`config.mk`:
```
export PLATFORM = sky130hd
export DESIGN_NAME = mem_lsu
export DESIGN_NICKNAME = d
export VERILOG_FILES = /design/src/rtl/mem_pkg.sv /design/src/rtl/mem_lane_align.sv /design/src/rtl/mem_lsu.sv
export SDC_FILE = /design/constraint.sdc
export NUM_CORES = 1
export LEC_CHECK = 0
export CAP_MARGIN = 20
export CORE_MARGIN = 4
export CORE_UTILIZATION = 50
export DETAILED_ROUTE_END_ITERATION = 8
export GPL_TIMING_DRIVEN = 0
export PLACE_DENSITY = 0.9
export SLEW_MARGIN = 40
export SYNTH_ARGS = -nofsm -noshare
export SYNTH_HDL_FRONTEND = slang
export SYNTH_HIERARCHICAL = 1
export SYNTH_SLANG_ARGS = --single-unit
```
`constraint.sdc`:
```
create_clock -name i_clk -period 3.15 [get_ports i_clk]
set_input_delay 0.315 -clock i_clk [delete_from_list [all_inputs] [get_ports i_clk]]
set_output_delay 0.315 -clock i_clk [all_outputs]
set_load 0.01 [all_outputs]
```
`src/rtl/mem_pkg.sv`:
```
// Shared encodings, FSM states and alignment check for the load/store unit.
package mem_pkg;

  localparam logic [1:0] SZ_BYTE = 2'b00;
  localparam logic [1:0] SZ_HALF = 2'b01;
  localparam logic [1:0] SZ_WORD = 2'b10;

  typedef enum logic [2:0] {
    IDLE,
    LOAD,
    RMW_RD,
    WRITE,
    RESP
  } state_t;

  // size 2'b11 is illegal and is reported the same way as a misalignment
  function automatic logic is_misaligned(input logic [1:0] size, input logic [1:0] addr);
    case (size)
      SZ_BYTE: is_misaligned = 1'b0;
      SZ_HALF: is_misaligned = addr[0];
      SZ_WORD: is_misaligned = (addr != 2'b00);
      default: is_misaligned = 1'b1;
    endcase
  endfunction

endpackage

```
`src/rtl/mem_lane_align.sv`:
```
// Little-endian byte-lane logic: load extract/extend and sub-word store merge.
module mem_lane_align
  import mem_pkg::*;
(
  input  logic [31:0] rdata,
  input  logic [1:0]  lane,
  input  logic [1:0]  size,
  input  logic        sgn,
  output logic [31:0] ld_data,
  input  logic [31:0] old_word,
  input  logic [31:0] wdata,
  output logic [31:0] merged
);

  logic [31:0] shifted;

  assign shifted = rdata >> {lane, 3'b000};

  always_comb begin
    ld_data = rdata;
    case (size)
      SZ_BYTE: ld_data = {{24{sgn & shifted[7]}}, shifted[7:0]};
      SZ_HALF: ld_data = {{16{sgn & shifted[15]}}, shifted[15:0]};
      default: ld_data = rdata;
    endcase
  end

  always_comb begin
    merged = old_word;
    case (size)
      SZ_BYTE: merged[{lane, 3'b000} +: 8]        = wdata[7:0];
      SZ_HALF: merged[{lane[1], 4'b0000} +: 16]   = wdata[15:0];
      default: merged = wdata;
    endcase
  end

endmodule

```
`src/rtl/mem_lsu.sv`:
```
// Load/store unit in front of a combinational-read word RAM; sub-word stores
// are done as read-modify-write, loads return extended lane data.
module mem_lsu
  import mem_pkg::*;
#(
  parameter int ADDR_W = 5,
  parameter int DATA_W = 32
) (
  input  logic              i_clk,
  input  logic              i_rst_n,
  input  logic              i_valid,
  output logic              o_ready,
  input  logic              i_we,
  input  logic [1:0]        i_size,
  input  logic              i_signed,
  input  logic [ADDR_W+1:0] i_addr,
  input  logic [DATA_W-1:0] i_wdata,
  output logic              o_rvalid,
  output logic [DATA_W-1:0] o_rdata,
  output logic              o_misalign,
  output logic              o_ram_we,
  output logic [ADDR_W-1:0] o_ram_addr,
  output logic [DATA_W-1:0] o_ram_wdata,
  input  logic [DATA_W-1:0] i_ram_rdata
);

  state_t              state, state_nxt;
  logic                accept, req_mis;
  logic [1:0]          lane_q, size_q;
  logic                sgn_q, mis_q;
  logic [ADDR_W-1:0]   addr_q;
  logic [DATA_W-1:0]   wdata_q, merge_q, rdata_q;
  logic [DATA_W-1:0]   ld_data, merged;

  assign accept  = i_valid && (state == IDLE);
  assign req_mis = is_misaligned(i_size, i_addr[1:0]);

  mem_lane_align u_align (
    .rdata    (i_ram_rdata),
    .lane     (lane_q),
    .size     (size_q),
    .sgn      (sgn_q),
    .ld_data  (ld_data),
    .old_word (i_ram_rdata),
    .wdata    (wdata_q),
    .merged   (merged)
  );

  always_comb begin
    state_nxt = state;
    case (state)
      IDLE: if (accept) begin
        if (req_mis)              state_nxt = RESP;
        else if (!i_we)           state_nxt = LOAD;
        else if (i_size == SZ_WORD) state_nxt = WRITE;
        else                      state_nxt = RMW_RD;
      end
      LOAD:    state_nxt = RESP;
      RMW_RD:  state_nxt = WRITE;
      WRITE:   state_nxt = RESP;
      RESP:    state_nxt = IDLE;
      default: state_nxt = IDLE;
    endcase
  end

  always_ff @(posedge i_clk or negedge i_rst_n) begin
    if (!i_rst_n) begin
      state   <= IDLE;
      lane_q  <= '0;
      size_q  <= '0;
      sgn_q   <= 1'b0;
      mis_q   <= 1'b0;
      addr_q  <= '0;
      wdata_q <= '0;
      merge_q <= '0;
      rdata_q <= '0;
    end else begin
      state <= state_nxt;
      if (accept) begin
        lane_q  <= i_addr[1:0];
        size_q  <= i_size;
        sgn_q   <= i_signed;
        mis_q   <= req_mis;
        wdata_q <= i_wdata;
        rdata_q <= '0;
        // RAM-facing registers only move for requests that touch the RAM
        if (!req_mis) addr_q <= i_addr[ADDR_W+1:2];
        if (!req_mis && i_we && i_size == SZ_WORD) merge_q <= i_wdata;
      end
      if (state == LOAD)   rdata_q <= ld_data;
      if (state == RMW_RD) merge_q <= merged;
    end
  end

  assign o_ready     = (state == IDLE);
  assign o_rvalid    = (state == RESP);
  assign o_rdata     = rdata_q;
  assign o_misalign  = mis_q;
  assign o_ram_we    = (state == WRITE);
  assign o_ram_addr  = addr_q;
  assign o_ram_wdata = merge_q;

endmodule

```
Word level (Yosys, flattened, before mapping)
Index checks and enable logic that the tools add are counted.

storage, ports and cells
  bits in read-only memories = 0
  output and inout bits = 73
  latch bits = 0
  memory bits (writable) = 0
  memories = 0
  register bits after elaboration = 110

operators by class
  eq/ne operators = 8
  reductions and logical operators = 14
  muxes and demuxes = 15
  shifts and indexed selects = 5
  $lt $le $gt $ge = 0
  div/mod/pow operators = 0
  bitwise operators = 3
  $mul = 0
  add/subtract/negate cells = 2

operators by type and width
  kind                                                    number
  two-way mux 32 bit                                      5
  one-hot mux 32 bit (2 select lines)                     2
  bitwise mux 32 bit                                      2
  variable shift 16 x 7 -> 32 bit (first input constant)  1
  variable shift 8 x 7 -> 32 bit (first input constant)   1
  variable part select 16 x 7 -> 32 bit                   1
  variable part select 8 x 7 -> 32 bit                    1
  >> shifter 32 x 5 -> 16 bit                             1
  negation 5 -> 7 bit                                     2
  one-hot mux 3 bit (3 select lines)                      1
  nonzero test 2 bit                                      4
  equality test 3 x 2 -> 1 bit (second input constant)    2
  two-way mux 3 bit                                       2
  equality test 2 x 1 -> 1 bit (second input constant)    2
  logical NOT 2 bit                                       2
  AND reduction 2 bit                                     2
  equality test 3 x 1 -> 1 bit (second input constant)    1
  equality test 3 bit (second input constant)             1
  logical AND 1 bit                                       3
  logical NOT 3 bit                                       1
  one-hot mux 1 bit (3 select lines)                      1
  bitwise AND 1 bit                                       2
  equality test 2 bit (second input constant)             1
  two-way mux 2 bit                                       1
  5 further kinds                                         5

Longest topological paths before layout
  depth in word-level cells = 8
  depth in mapped cells = 10

Cells and area by module
Netlist, hierarchy kept.

by module, submodules not included
  module          cells each  instances  sequential area each (um^2)  area an instance (um^2)
  mem_lsu         370         1          2752.6                       4524.3
  mem_lane_align  265         1          0.0                          1761.7

Least setup slack after synthesis
Ideal clock, no wire load.

  kind = flip-flop to flip-flop
  start = reg lane_q[0]
  end = reg merge_q[11] (netlist: o_ram_wdata[11])
  required time = 3.025 ns
  path buffers = 2
  stages on the path, launching flop included = 11
  library setup time = 0.125 ns
  arrival = 2.555 ns
  slack = 0.470 ns
  path through = dfrtp_1 buf_2 clkinv_1 clkbuf_1 ha_1 or3b_1 nor3_2 a222oi_1 o21ai_0 mux2_2 mux2_2

between the ends
  word-level cells in the longest chain between the ends = 5
  elaborated cells between the ends (all ways) = 6

RTL lines
  what                                                                                    RTL line              RTL
  start, declared                                                                         mem_lsu.sv:29         logic [1:0] lane_q, size_q;
  start signal, assigned                                                                  mem_lsu.sv:80         lane_q <= i_addr[1:0];
  negation 5 -> 7 bit *                                                                   mem_lane_align.sv:31  SZ_BYTE: merged[{lane, 3'b000} +: 8] = wdata[7:0];
  variable part select 8 x 7 -> 32 bit or variable shift 8 x 7 -> 32 bit (tied branches)  mem_lane_align.sv:31
  bitwise mux 32 bit *                                                                    mem_lane_align.sv:31
  one-hot mux 32 bit (2 select lines) *                                                   mem_lane_align.sv:30  case (size)
  via merged[11]                                                                          mem_lsu.sv:33         logic [DATA_W-1:0] ld_data, merged;
  two-way mux 32 bit *                                                                    mem_lsu.sv:91         if (state == RMW_RD) merge_q <= merged;
  end signal, assigned                                                                    mem_lsu.sv:88         if (!req_mis && i_we && i_size == SZ_WORD) merge_q <= i_wdata;
  end signal, assigned                                                                    mem_lsu.sv:91
  end, declared                                                                           mem_lsu.sv:32         logic [DATA_W-1:0] wdata_q, merge_q, rdata_q;

Mark *: on every way through the listed nets, which the timed path passes. The rest lies on a longest branch.
A chain may end at the register's enable or synchronous reset.

Worst setup path after layout
  start = reg lane_q[0]
  end = reg merge_q[23] (netlist: o_ram_wdata[23])

The elaborated chain is that of the path after synthesis.

==> impl_metrics.env <==
export IMPL_status="finished clean"
export IMPL_netlist_area_um2=6286
export IMPL_startpoint_type="flop"
export IMPL_root_buffer="clkbuf_16"
export IMPL_endpoint="o_ram_wdata[23]$_DFFE_PN0P_"
export IMPL_fillCellCount=956
export IMPL_design_core_area_um2=12160
export IMPL_multiInputGateArea_um2=3321
export IMPL_setup_violations=0
export IMPL_path_clk_slew_ps=70
export IMPL_portBuffers=150
export IMPL_post_route_drc_count=0
export IMPL_yosys_most_used_dff="dfrtp_1"
export IMPL_numCtsBuffers=9
export IMPL_finalHoldViolCount=0
export IMPL_power_switching_uw=3655
export IMPL_grt_max_degree=62
export IMPL_htreeDepth=3
export IMPL_synth_edf_count=0
export IMPL_gr_total_overflow=0
export IMPL_clockBufferDepth=2
export IMPL_fmax_mhz=333.1
export IMPL_crit_type="flop to flop"
export IMPL_rows=40
export IMPL_fp_dieArea_um2=14430
export IMPL_ff2ff_path_depth=11
export IMPL_cp_data_required_time_ps=3450
export IMPL_dp_hpwl_mm=16.26
export IMPL_avgSynthCellArea_um2=9.899
export IMPL_yosys_warnings=6
export IMPL_drt_total_wl_mm=21.10
export IMPL_die_h_um=120.1
export IMPL_vias=5849
export IMPL_combPwrFrac_pct=57.2
export IMPL_gp_congestion=0.9881
export IMPL_grtUsageTotal_pct=29.53
export IMPL_viasPerCell=6.024
export IMPL_grt_pass1_vias=5860
export IMPL_endpoint_kind="flop"
export IMPL_cts_sink_count=110
export IMPL_drtPass1Iterations=7
export IMPL_finalPower_uw=8735
export IMPL_layout_min_cycle_time_ps=3002
export IMPL_grt_busiest_layer="met2"
export IMPL_clock_latency_ps=350
export IMPL_critPathLaunch="lane_q[0]$_DFFE_PN0P_"
export IMPL_peakVddDrop_mv=0.5238
export IMPL_yosysSeqAreaShare_pct=43.79
export IMPL_postSynthCellCount=635
export IMPL_drv_slew=0
export IMPL_first_iter_violations=597
export IMPL_cts_tree="done"
export IMPL_ant_nets=0
export IMPL_nets=883
export IMPL_timing_rr_start="lane_q[0]$_DFFE_PN0P_"
export IMPL_use_met2_pct=47.98
export IMPL_drive_above_1_share_pct=16.31
export IMPL_ys_types=46
export IMPL_synthToLayoutAreaGrowth_pct=33.44
export IMPL_wl_per_cell_um=21.73
export IMPL_start_util_pct=51.69
export IMPL_final_setup_skew_ps=9.936
export IMPL_use_met1_pct=38.69
export IMPL_p_int_uw=5080
export IMPL_seq_area_um2=2753
export IMPL_antenna_found_initial=0
export IMPL_slew_headroom_pct=53.98
export IMPL_power_density_nw_per_um2=1041
export IMPL_crit_arrival_ps=3300
export IMPL_power_leakage_uw=0.003640
export IMPL_fin_crit_sh_pct=95.30
export IMPL_cap_violations=0
export IMPL_rrSetupSlack_ps=150
export IMPL_swShare_pct=41.85
export IMPL_boundaryPins=151
export IMPL_grtUsageMet3_pct=4.383
export IMPL_syn_nets=718
export IMPL_grt_first_pass_wirelength_mm=32.87
export IMPL_p_clk_share_pct=12.9
export IMPL_async_flop_share_pct=100.0
export IMPL_die_x_um=120.1
export IMPL_seqPwrFrac_pct=29.9
export IMPL_num_antenna_cells=0
export IMPL_setup_tns_ps=0
export IMPL_rsz0062_at_grt="no"
export IMPL_hold_class="input pin to async pin"
export IMPL_r2r_end="o_ram_wdata[23]$_DFFE_PN0P_"
export IMPL_crit_path_max_fanout=12
export IMPL_yosys_register_bits=110
export IMPL_worst_pin_slew_ps=687.8
-- worst min-delay path by stage --
stage | to | from | slack [ps] | depth (start not counted)
2_1_floorplan | lane_q[0]$_DFFE_PN0P_ | i_rst_n | 20 | 0
3_3_place_gp | wdata_q[21]$_DFFE_PN0P_ | wdata_q[21]$_DFFE_PN0P_ | 460 | 2
3_5_place_dp | o_ram_wdata[11]$_DFFE_PN0P_ | i_rst_n | 240 | 1
4_1_cts | o_ram_wdata[13]$_DFFE_PN0P_ | i_rst_n | 450 | 2
5_1_grt | o_ram_wdata[13]$_DFFE_PN0P_ | i_rst_n | 480 | 2
6_report | o_ram_wdata[13]$_DFFE_PN0P_ | i_rst_n | 450 | 2
-- layout by cell type (no fill, tap or decap), types with 9 or more instances in the layout --
cell	count
nand2_1	165
clkdlybuf4s50_1	149
dfrtp_1	110
mux2_2	75
a22o_1	39
a22oi_1	29
a21oi_1	24
mux2i_1	19
buf_2	18
clkbuf_1	18
nor2b_1	16
o221ai_1	16
o21ai_0	13
nor2_1	10
clkbuf_16	9
-- registers in the layout, summed over array words and instances (netlist names), 2 cells and up --
register     cells
lane_q           2
o_ram_addr       5
o_ram_wdata     32
o_rdata         32
size_q           2
state            3
wdata_q         32
-- final cells by class --
| cell class | instances | area share, % |
|---|---|---|
| inverters | 5 | 0.2685 |
| plain buffers | 46 | 2.789 |
| repair buffers | 154 | 18.59 |
| well taps | 168 | 2.506 |
| multi-input cells | 474 | 39.59 |
| clock buffers | 11 | 2.894 |
| flip-flops and latches | 110 | 32.82 |
| clock inverters | 3 | 0.5519 |
-- repair_timing --
| item | 4_1_cts | 5_1_grt |
|---|---|---|
| pin swaps | 2 | 0 |
| endpoints found under the hold margin | 49 | 0 |
| resized for setup | 3 | 6 |
| cloned | 0 | 0 |
| setup buffers | 2 | 0 |
| setup endpoints to repair | 18 | 17 |
| hold buffers | 1 | 0 |
-- through the flow --
step                hold slack [ps]  cells  util (%)  area (um2)  setup WS (ps)
floorplan                     19.41    635         -        6286          470.4
global placement              458.4    953     65.76        7998          -2008
detailed placement            239.2    954     66.07        8035         -195.3
CTS                           453.3    971     68.72        8358          62.81
global route                  479.1    971     68.97        8388          2.980
finish                        445.2    971     68.97        8388          148.1
-- synth_stat cells (2+ instances only) --
cell type	number	share of area, %
nand3b_1	2	0.24
a31oi_1	2	0.20
buf_2	19	1.5
nor3b_1	9	1.1
mux2i_1	19	3.0
mux2_2	75	13
dfrtp_1	110	44
o211ai_1	7	0.84
nor2_1	10	0.60
a22o_1	39	5.4
o21ai_2	2	0.28
buf_1	4	0.24
a222oi_1	8	1.3
a21oi_1	24	1.9
a22oi_1	29	3.5
o21ai_1	6	0.48
clkbuf_1	19	1.1
nor2b_1	16	1.6
nand2_1	165	9.9
ha_1	5	1.0
nor3_1	5	0.40
nand2b_1	2	0.20
o221ai_1	16	2.2
inv_1	4	0.24
or3b_1	2	0.28
buf_6	4	0.72
o21ai_0	13	1.0
-- power groups by stage --
stage	registers, uW	clock network [uW]	logic [uW]
detailed placement	2620	0	4850
floorplan	2640	0	2820
finish	2620	1130	4990
global placement	2590	0	4700
CTS	2610	1140	4910
global route	2690	1200	5360
-- worst max-delay path, stage by stage (launching register included) --
cell        delay (ps)
dfrtp_1            400
clkbuf_4           230
clkinvlp_4         180
buf_2              250
ha_1               290
or3b_1             490
nor3b_4            250
buf_4              170
a21oi_1             70
o221ai_1           290
mux2_2             210
mux2_2             130
-- kinds of logic (layout without fill, tap and decap cells) --
| family | count (synthesis) | in the layout | share of synthesized area (%) |
|---|---|---|---|
| flip-flops | 110 | 110 | 43.79 |
| buffers and inverters | 51 | 219 | 3.901 |
| adder cells (fa/ha/maj) | 5 | 5 | 0.9952 |
| multiplexers | 95 | 95 | 16.64 |
| AO/OA/AOI/OAI | 153 | 153 | 18.69 |
| AND/OR/NAND/NOR | 221 | 221 | 15.98 |
-- routing by layer --
| metal | share of wire [%] | vias up |
|---|---|---|
| met5 | 0 | - |
| met4 | 4.2 | 0 |
| met3 | 7.3 | 55 |
| met2 | 48 | 321 |
| met1 | 41 | 2832 |
| li1 | - | 2641 |
Note: power is estimated with default switching activity, not from simulation.
